### src/rtl/prefetch_request_queue.sv
// -----------------------------------------------------------------------------
// prefetch_request_queue
//
// Lower-level cache side of the prefetch request interface. Line prefetch
// requests are filtered against queued and in-flight lines, buffered in a
// FIFO, and issued to memory one at a time with a bounded number of
// outstanding requests. Matching memory responses come back as single-cycle
// fills to the upper level, tagged as prefetched.
//
// Ports
//   clk, rst              : clock, synchronous active-high reset
//   pf_address_i/valid_i  : prefetch request in (byte address)
//   pf_ready_o            : request accepted when pf_valid_i & pf_ready_o
//   demand_address_i/valid_i : demand miss, cancels matching queued lines
//   mem_req_address_o/valid_o, mem_req_ready_i : line-aligned memory request
//   mem_resp_address_i/valid_i : memory response
//   fill_address_o/valid_o/prefetched_o : one-cycle fill to the upper level
//   issued_count_o        : requests sent to memory (saturating)
//   dropped_count_o       : duplicates plus cancelled requests (saturating)
// -----------------------------------------------------------------------------
module prefetch_request_queue #(
    parameter int WIDTH           = 64,
    parameter int DEPTH           = 8,
    parameter int MAX_OUTSTANDING = 4,
    parameter int LOGLINE         = 6,
    parameter int CNT_WIDTH       = 16
) (
    input  logic                 clk,
    input  logic                 rst,
    input  logic [WIDTH-1:0]     pf_address_i,
    input  logic                 pf_valid_i,
    output logic                 pf_ready_o,
    input  logic [WIDTH-1:0]     demand_address_i,
    input  logic                 demand_valid_i,
    output logic [WIDTH-1:0]     mem_req_address_o,
    output logic                 mem_req_valid_o,
    input  logic                 mem_req_ready_i,
    input  logic [WIDTH-1:0]     mem_resp_address_i,
    input  logic                 mem_resp_valid_i,
    output logic [WIDTH-1:0]     fill_address_o,
    output logic                 fill_valid_o,
    output logic                 fill_prefetched_o,
    output logic [CNT_WIDTH-1:0] issued_count_o,
    output logic [CNT_WIDTH-1:0] dropped_count_o
);

    localparam int LINE_W = WIDTH - LOGLINE;
    localparam int PTR_W  = (DEPTH > 1) ? $clog2(DEPTH) : 1;
    localparam int OST_W  = (MAX_OUTSTANDING > 1) ? $clog2(MAX_OUTSTANDING) : 1;
    localparam logic [PTR_W:0] FULL_CNT = (PTR_W+1)'(DEPTH);

    typedef enum logic {IDLE, REQ} state_e;

    // Registered state
    state_e                      state_q, state_d;
    logic [PTR_W-1:0]            head_q, head_d, tail_q, tail_d;
    logic [PTR_W:0]              count_q, count_d;
    logic [DEPTH-1:0]            fifo_live_q, fifo_live_d;
    logic [LINE_W-1:0]           fifo_line_q [DEPTH];
    logic [MAX_OUTSTANDING-1:0]  ost_valid_q, ost_valid_d;
    logic [LINE_W-1:0]           ost_line_q [MAX_OUTSTANDING];
    logic [LINE_W-1:0]           req_line_q, req_line_d;
    logic                        fill_valid_q, fill_valid_d;
    logic [LINE_W-1:0]           fill_line_q, fill_line_d;
    logic [CNT_WIDTH-1:0]        issued_q, issued_d, dropped_q, dropped_d;

    // Combinational helpers
    logic [LINE_W-1:0] pf_line, dem_line, resp_line;
    logic              accept, dup, enq, pop, alloc, head_live;
    logic [OST_W-1:0]  alloc_idx;
    logic              alloc_found;
    logic [PTR_W+1:0]  cancel_n, drop_inc;
    logic [CNT_WIDTH:0] drop_sum;

    // Byte offsets inside a line never take part in any comparison.
    logic unused_low_bits;
    assign unused_low_bits = ^{pf_address_i[LOGLINE-1:0],
                               demand_address_i[LOGLINE-1:0],
                               mem_resp_address_i[LOGLINE-1:0]};

    assign pf_line   = pf_address_i[WIDTH-1:LOGLINE];
    assign dem_line  = demand_address_i[WIDTH-1:LOGLINE];
    assign resp_line = mem_resp_address_i[WIDTH-1:LOGLINE];

    // Ready is based on the registered count only, so a same-cycle pop
    // never admits a request into a full FIFO.
    assign pf_ready_o = ~rst & (count_q != FULL_CNT);
    assign accept     = pf_valid_i & pf_ready_o;

    // NOTE: every always_comb output gets a default first, so no path can
    // leave a signal unassigned and infer a latch.
    always_comb begin
        state_d      = state_q;
        head_d       = head_q;
        tail_d       = tail_q;
        count_d      = count_q;
        fifo_live_d  = fifo_live_q;
        ost_valid_d  = ost_valid_q;
        req_line_d   = req_line_q;
        fill_valid_d = 1'b0;
        fill_line_d  = fill_line_q;
        issued_d     = issued_q;
        dup          = 1'b0;
        cancel_n     = '0;
        pop          = 1'b0;
        alloc        = 1'b0;
        alloc_idx    = '0;
        alloc_found  = 1'b0;

        // Duplicate filter against the pre-update FIFO and outstanding table.
        for (int i = 0; i < DEPTH; i++) begin
            if (fifo_live_q[i] && fifo_line_q[i] == pf_line) dup = 1'b1;
        end
        for (int j = 0; j < MAX_OUTSTANDING; j++) begin
            if (ost_valid_q[j] && ost_line_q[j] == pf_line) dup = 1'b1;
        end
        enq = accept & ~dup;

        // Demand cancel; the head already presented to memory is immune.
        for (int i = 0; i < DEPTH; i++) begin
            if (demand_valid_i && fifo_live_q[i] && fifo_line_q[i] == dem_line &&
                !(state_q == REQ && head_q == PTR_W'(i))) begin
                fifo_live_d[i] = 1'b0;
                cancel_n       = cancel_n + 1'b1;
            end
        end

        // A head cancelled this cycle must not be launched; it is popped next.
        head_live = fifo_live_d[head_q];

        // Lowest free outstanding slot, taken from the pre-update table.
        for (int j = 0; j < MAX_OUTSTANDING; j++) begin
            if (!alloc_found && !ost_valid_q[j]) begin
                alloc_idx   = OST_W'(j);
                alloc_found = 1'b1;
            end
        end

        case (state_q)
            IDLE: begin
                if (count_q != '0 && !fifo_live_q[head_q]) begin
                    pop = 1'b1;
                end else if (head_live && alloc_found) begin
                    state_d    = REQ;
                    req_line_d = fifo_line_q[head_q];
                end
            end
            REQ: begin
                if (mem_req_ready_i) begin
                    pop     = 1'b1;
                    alloc   = 1'b1;
                    state_d = IDLE;
                end
            end
            default: state_d = IDLE;
        endcase

        if (pop) begin
            fifo_live_d[head_q] = 1'b0;
            head_d              = head_q + 1'b1;
        end
        // Pop needs count > 0 and enqueue needs count < DEPTH, so the two
        // slots touched here are always distinct.
        if (enq) begin
            fifo_live_d[tail_q] = 1'b1;
            tail_d              = tail_q + 1'b1;
        end
        count_d = count_q + (PTR_W+1)'(enq) - (PTR_W+1)'(pop);

        // Response free; a slot freed now is only seen by IDLE next cycle.
        for (int j = 0; j < MAX_OUTSTANDING; j++) begin
            if (mem_resp_valid_i && ost_valid_q[j] && ost_line_q[j] == resp_line) begin
                ost_valid_d[j] = 1'b0;
                fill_valid_d   = 1'b1;
                fill_line_d    = resp_line;
            end
        end
        if (alloc) begin
            ost_valid_d[alloc_idx] = 1'b1;
            if (issued_q != '1) issued_d = issued_q + 1'b1;
        end

        drop_inc  = cancel_n + (PTR_W+2)'(accept & dup);
        drop_sum  = {1'b0, dropped_q} + (CNT_WIDTH+1)'(drop_inc);
        dropped_d = drop_sum[CNT_WIDTH] ? '1 : drop_sum[CNT_WIDTH-1:0];
    end

    // NOTE: sequential state is updated with non-blocking assignments only,
    // so every flop samples the pre-edge values of the others.
    always_ff @(posedge clk) begin
        if (rst) begin
            state_q      <= IDLE;
            head_q       <= '0;
            tail_q       <= '0;
            count_q      <= '0;
            fifo_live_q  <= '0;
            ost_valid_q  <= '0;
            req_line_q   <= '0;
            fill_valid_q <= 1'b0;
            fill_line_q  <= '0;
            issued_q     <= '0;
            dropped_q    <= '0;
        end else begin
            state_q      <= state_d;
            head_q       <= head_d;
            tail_q       <= tail_d;
            count_q      <= count_d;
            fifo_live_q  <= fifo_live_d;
            ost_valid_q  <= ost_valid_d;
            req_line_q   <= req_line_d;
            fill_valid_q <= fill_valid_d;
            fill_line_q  <= fill_line_d;
            issued_q     <= issued_d;
            dropped_q    <= dropped_d;
        end
    end

    // NOTE: line payload storage is not reset; the live/valid bits above
    // qualify every read, so stale contents are never observed.
    always_ff @(posedge clk) begin
        if (enq)   fifo_line_q[tail_q]   <= pf_line;
        if (alloc) ost_line_q[alloc_idx] <= req_line_q;
    end

    assign mem_req_valid_o   = (state_q == REQ);
    assign mem_req_address_o = {req_line_q, {LOGLINE{1'b0}}};
    assign fill_valid_o      = fill_valid_q;
    assign fill_prefetched_o = fill_valid_q;
    assign fill_address_o    = {fill_line_q, {LOGLINE{1'b0}}};
    assign issued_count_o    = issued_q;
    assign dropped_count_o   = dropped_q;

endmodule

### config.mk
export PLATFORM = sky130hd
export DESIGN_NAME = prefetch_request_queue
export DESIGN_NICKNAME = d
export VERILOG_FILES = /design/src/rtl/prefetch_request_queue.sv
export SDC_FILE = /design/constraint.sdc
export NUM_CORES = 2
export LEC_CHECK = 0
export CAP_MARGIN = 15
export CORE_MARGIN = 2
export CORE_UTILIZATION = 52
export DETAILED_ROUTE_END_ITERATION = 10
export HOLD_SLACK_MARGIN = 0.12
export MAX_ROUTING_LAYER = met4
export PLACE_DENSITY = 0.74
export SKIP_LAST_GASP = 1
export SYNTH_ARGS = -nofsm -noshare
export SYNTH_HDL_FRONTEND = slang
export SYNTH_SLANG_ARGS = --single-unit
### constraint.sdc
create_clock -name clk -period 13.5 [get_ports clk]
set_input_delay 2.7 -clock clk [delete_from_list [all_inputs] [get_ports clk]]
set_output_delay 2.7 -clock clk [all_outputs]
set_load 0.05 [all_outputs]
==> flow_summary_export.csv, run 1 <==
group,metric,value,unit
yosys,synth_area_leaders,"edfxtp_1, xnor2_1, xor2_1, dfxtp_1, mux2i_1",
floorplan,num_io_pins,362,
status,haltStage,"5_1_grt",
clock_network,cts_max_path_buffers,3,
clock_network,cts_sinks,868,
yosys,synth_cells,4263,
clock_network,htreeDepth,3,
place,gp_congestion,1.31,
yosys,synth-seq-cells,868,
status,run_status,"did not finish",
yosys,synth_cell_types,77,
yosys,synth_edf_count,696,
yosys,synth_top_area_cell,"edfxtp_1",
place,port_buffers,331,
clock_network,clock-root-buffer,"clkbuf_16",
place,dpl.hpwl,215000,um
clock_network,postCtsSetupRepairBufs,0,
grt,grtUsageTotal,67.0,%
floorplan,dieHeight,309,um
yosys,yosys_warnings,0,
grt,grt_max_degree,108,
clock_network,cts_buffers,94,
yosys,async_reset_ff_share,0,%
status,error_line,"[ERROR GRT-0116] Global routing finished with congestion. Check the congestion regions in the DRC Viewer.",
yosys,ys.flop_type,"edfxtp_1",
yosys,syn_area,48500,sq um
clock_network,post_cts_resized,0,
floorplan,die_x,309,um
clock_network,cts_hold_buf,0,
grt,gr-total-overflow,51,
grt,grt_pass1_vias,44134,
yosys,synth_top_cell_area_share,43.1,%
floorplan,row_count,111,
floorplan,start_util,52.7,%
yosys,ys_seq_area_share,50.2,%
yosys,syn_area_per_cell,11.4,sq um
grt,grt_pass1_wl,413000,um
synth_stat cells (9+ instances only):
master / instances
nor4_1: 183
o21ai_0: 41
a22oi_1: 43
o22ai_1: 126
buf_1: 60
edfxtp_1: 696
buf_2: 30
inv_1: 216
a21oi_1: 67
nor2_1: 223
xnor2_1: 638
mux2i_1: 183
nand4_1: 204
ha_1: 28
mux2_2: 52
nand3_1: 44
nand2_1: 126
o2bb2ai_1: 28
nor2b_1: 16
o2111ai_1: 19
clkbuf_1: 175
dfxtp_1: 172
a22o_1: 30
nand2b_1: 24
xor2_1: 521
a221oi_1: 100
o221ai_1: 33
or4_1: 9
nor3_1: 33
mux4_2: 12
a222oi_1: 15
buf_4: 17
a31oi_1: 11
metrics by stage:
stage	cells	area (sq um)	worst slack (ns)	hold WS, ns
floorplan	4274	48500	3.91	0.506
global placement	5712	53500	1.77	0.471
detailed placement	5712	53500	1.65	0.480
CTS	5889	56800	2.34	0.496
layer usage:
| metal | GRT overflow | global-route usage [%] |
|---|---|---|
| met1 | 0 | 70.3 |
| met2 | 25 | 83.7 |
| met3 | 0 | 42.5 |
| met4 | 26 | 62.9 |
| met5 | - | - |
kinds of logic after synthesis:
| logic type | synth area share, % |
|---|---|
| AO/OA/AOI/OAI | 8.40 |
| XOR/XNOR | 21.2 |
| adder cells (fa/ha/maj) | 0.806 |
| buffers and inverters | 4.13 |
| flip-flops | 50.2 |
| multiplexers | 5.55 |
| other | 0.00774 |
| AND/OR/NAND/NOR | 9.67 |
==> inputs of run 2 (changes only) <==
--- a/config.mk
+++ b/config.mk
@@ -7,11 +7,9 @@
 export LEC_CHECK = 0
 export CAP_MARGIN = 15
 export CORE_MARGIN = 2
-export CORE_UTILIZATION = 52
+export CORE_UTILIZATION = 37
 export DETAILED_ROUTE_END_ITERATION = 10
-export HOLD_SLACK_MARGIN = 0.12
-export MAX_ROUTING_LAYER = met4
-export PLACE_DENSITY = 0.74
+export PLACE_DENSITY_LB_ADDON = 0.15
 export SKIP_LAST_GASP = 1
 export SYNTH_ARGS = -nofsm -noshare
 export SYNTH_HDL_FRONTEND = slang
==> run 2 against run 1 <==
  * The flow now finishes without violations
  * Synthesized cell count unchanged
  * Area after synthesis unchanged
==> flow_summary_export.csv, run 2 <==
group,metric,value,unit
status,run_status,"complete, no violations",
finish,area_growth,19.5,%
clock_network,cts_max_path_buffers,3,
drt,m1WireLength,109000,um
setup_path,reg2reg_from,"head_q[1]",
grt,grt_pass1_vias,40039,
yosys,synth_area_leaders,"edfxtp_1, xnor2_1, xor2_1, dfxtp_1, mux2i_1",
sta,hold_violations,0,
place,dpl.hpwl,249000,um
finish,final_common_cell,"edfxtp_1",
worst_hold_path,hp-class,"reg -> reg",
clock_network,cts_tree,"done",
setup_path,rr_worst_depth,32,
sta,layout_min_cycle_time,11.63,ns
yosys,ys.flop_type,"edfxtp_1",
setup_path,cp.depth,30,
setup_path,startpoint_type,"input port",
place,gp_congestion,1.12,
clock_network,clkLatencyLatePin,0.77,ns
setup_path,endpoint,"dropped_count_o[13]",
clock_network,post_cts_resized,0,
floorplan,dieHeight,366,um
setup_path,cpPeakStageDelay,1.16,ns
finish,seq_area,24400,sq um
finish,reg_top3,"fifo_line_q x464, ost_line_q x232",
drt,wire_per_inst,50.1,um
clock_network,clock-root-buffer,"clkbuf_16",
drt,route.detailed.drc,0,
yosys,synth_edf_count,696,
drt,antenna_left,0,
finish,fillerInstances,12387,
sta,skew,0.0327,ns
setup_path,critPathKind,"in -> reg",
yosys,syn_area,48500,sq um
clock_network,cts_buffers,103,
sta,fmax,86.0,MHz
finish,layout.cells.non_filler,6457,
place,dp.cells,6249,
sta,tightestPinTransition,1.39,ns
drt,drt-initial-drc-count,6670,
drt,routed_via_density,6.49,
yosys,synth_common_cells,"edfxtp_1, xnor2_1, xor2_1",
run,cap_viol_max_count,0,
yosys,synth-seq-cells,868,
yosys,yosysMostFrequentCell,"edfxtp_1",
clock_network,cts.clk_slew.worst_paths,0.06,ns
grt,grt_max_degree,69,
sta,slew_violations,0,
finish,layout-drive-gt1-share,9.82,%
sta,slew_headroom,6.76,%
sta,rsz0062_at_grt,"no",
floorplan,row_count,132,
yosys,synth_cell_types,77,
grt,antenna_found_initial,17,
finish,largest-register,"fifo_line_q",
power,ir_drop,0.102,mV
drt,wl_met3,32000,um
drt,wl_met2,140000,um
drt,drtPass1Iterations,8,
drt,top_layer_used,"met5",
clock_network,cts_hold_buf,0,
yosys,async_reset_ff_share,0,%
grt,grt_pass1_wl,410000,um
sta,finalSetupTns,0,ns
finish,layout_common_cells,"edfxtp_1, xnor2_1, xor2_1",
power,power_density,146,nW/um^2
finish,fin_nets,4845,
yosys,ys_seq_area_share,50.2,%
yosys,yosys_warnings,0,
floorplan,dieArea,134000,sq um
setup_path,cp.arrival,12.30,ns
yosys,synth_cells,4263,
floorplan,num_io_pins,362,
clock_network,cts_sinks,868,
setup_path,cp_top_family,"simple AND/OR/NAND/NOR gates",
setup_path,cp-end-kind,"register",
finish,multiInputGateArea,22300,sq um
drt,route.vias.total,41894,
yosys,synth_top_area_cell,"edfxtp_1",
setup_path,r2r-end,"dropped_count_o[13]",
setup_path,cpMaxStageDelayCell,"xnor2_1",
clock_network,postCtsSetupRepairBufs,0,
finish,largest_reg_flops,464,
floorplan,start_util,37.3,%
setup_path,critPathMostFrequentCell,"ha_1",
clock_network,htreeDepth,3,
yosys,synth_top_cell_area_share,43.1,%
floorplan,die_x,366,um
sta,setup_viol,0,
setup_path,cp.required,14.17,ns
place,port_buffers,331,
power,p_leak,19.6,nW
yosys,syn_area_per_cell,11.4,sq um
setup_path,reg2reg_setup_slack,3.64,ns
setup_path,cp.buffers_inverters,2,
setup_path,crit_start,"demand_address_i[28]",
setup_path,cp_max_fo,13,
grt,gr-total-overflow,0,
drt,wl,324000,um
grt,grtUsageTotal,47.1,%
floorplan,core,130000,sq um
sta,timing.final.crit_share,86.1,%
[run 2: power breakdown]
group / switching (mW) / internal [mW] / total [mW]
combinational: 1.62 / 0.648 / 2.27
clock: 1.27 / 1.68 / 2.96
sequential: 0.208 / 3.02 / 3.23
[run 2: worst min-delay path, stage by stage (launching register included)]
cell and delay, ns:
dfxtp_1 0.33, nand2_1 0.06, a21oi_1 0.05
[run 2: worst min path at each step]
stage,start,end,slack [ns],cells after the start
floorplan,tail_q[1],tail_q[1],0.51,2
global placement,fill_line_q[11],fill_line_q[11],0.47,2
detailed placement,fill_line_q[14],fill_line_q[14],0.48,2
CTS,fill_line_q[39],fill_line_q[39],0.49,2
global route,fill_line_q[19],fill_line_q[19],0.52,2
finish,issued_count_o[1],issued_count_o[1],0.49,2
[run 2: routing by layer]
| layer | global-route usage [%] | vias to the layer above |
|---|---|---|
| met5 | 0.0712 | - |
| met4 | 49.2 | 2 |
| met3 | 12.2 | 1158 |
| met2 | 71.5 | 3457 |
| met1 | 52.1 | 20987 |
| li1 | - | 16290 |
[run 2: stage by stage]
stage          instance area [sq um]  total power, mW  utilization [%]  hold slack, ns  setup WS, ns
2_1_floorplan                  48500             4.28                -           0.506          3.91
3_3_place_gp                   54400             5.41             41.9           0.472          1.52
3_5_place_dp                   54400             5.42             41.9           0.479          1.53
4_1_cts                        57800             8.32             44.6           0.495          2.27
5_1_grt                        57900             8.54             44.6           0.515          1.69
6_report                       57900             8.45             44.6           0.489          1.87
[run 2: cell families after synthesis]
kind of cell / share of synthesized area [%]
multiplexers: 5.55
XOR/XNOR: 21.2
AO/OA/AOI/OAI: 8.40
buffers and inverters: 4.13
other: 0.00774
flip-flops: 50.2
adder cells (fa/ha/maj): 0.806
AND/OR/NAND/NOR: 9.67
[run 2: cell type report]
cell class | instances | area share (%)
well taps | 1742 | 3.76
diodes | 9 | 0.0389
clock buffers | 129 | 4.76
multi-input cells | 2902 | 38.5
inverters | 221 | 1.44
clock inverters | 65 | 1.23
flip-flops and latches | 868 | 42.0
repair buffers | 521 | 8.19
No activity file was read; power rests on OpenSTA's default activity.
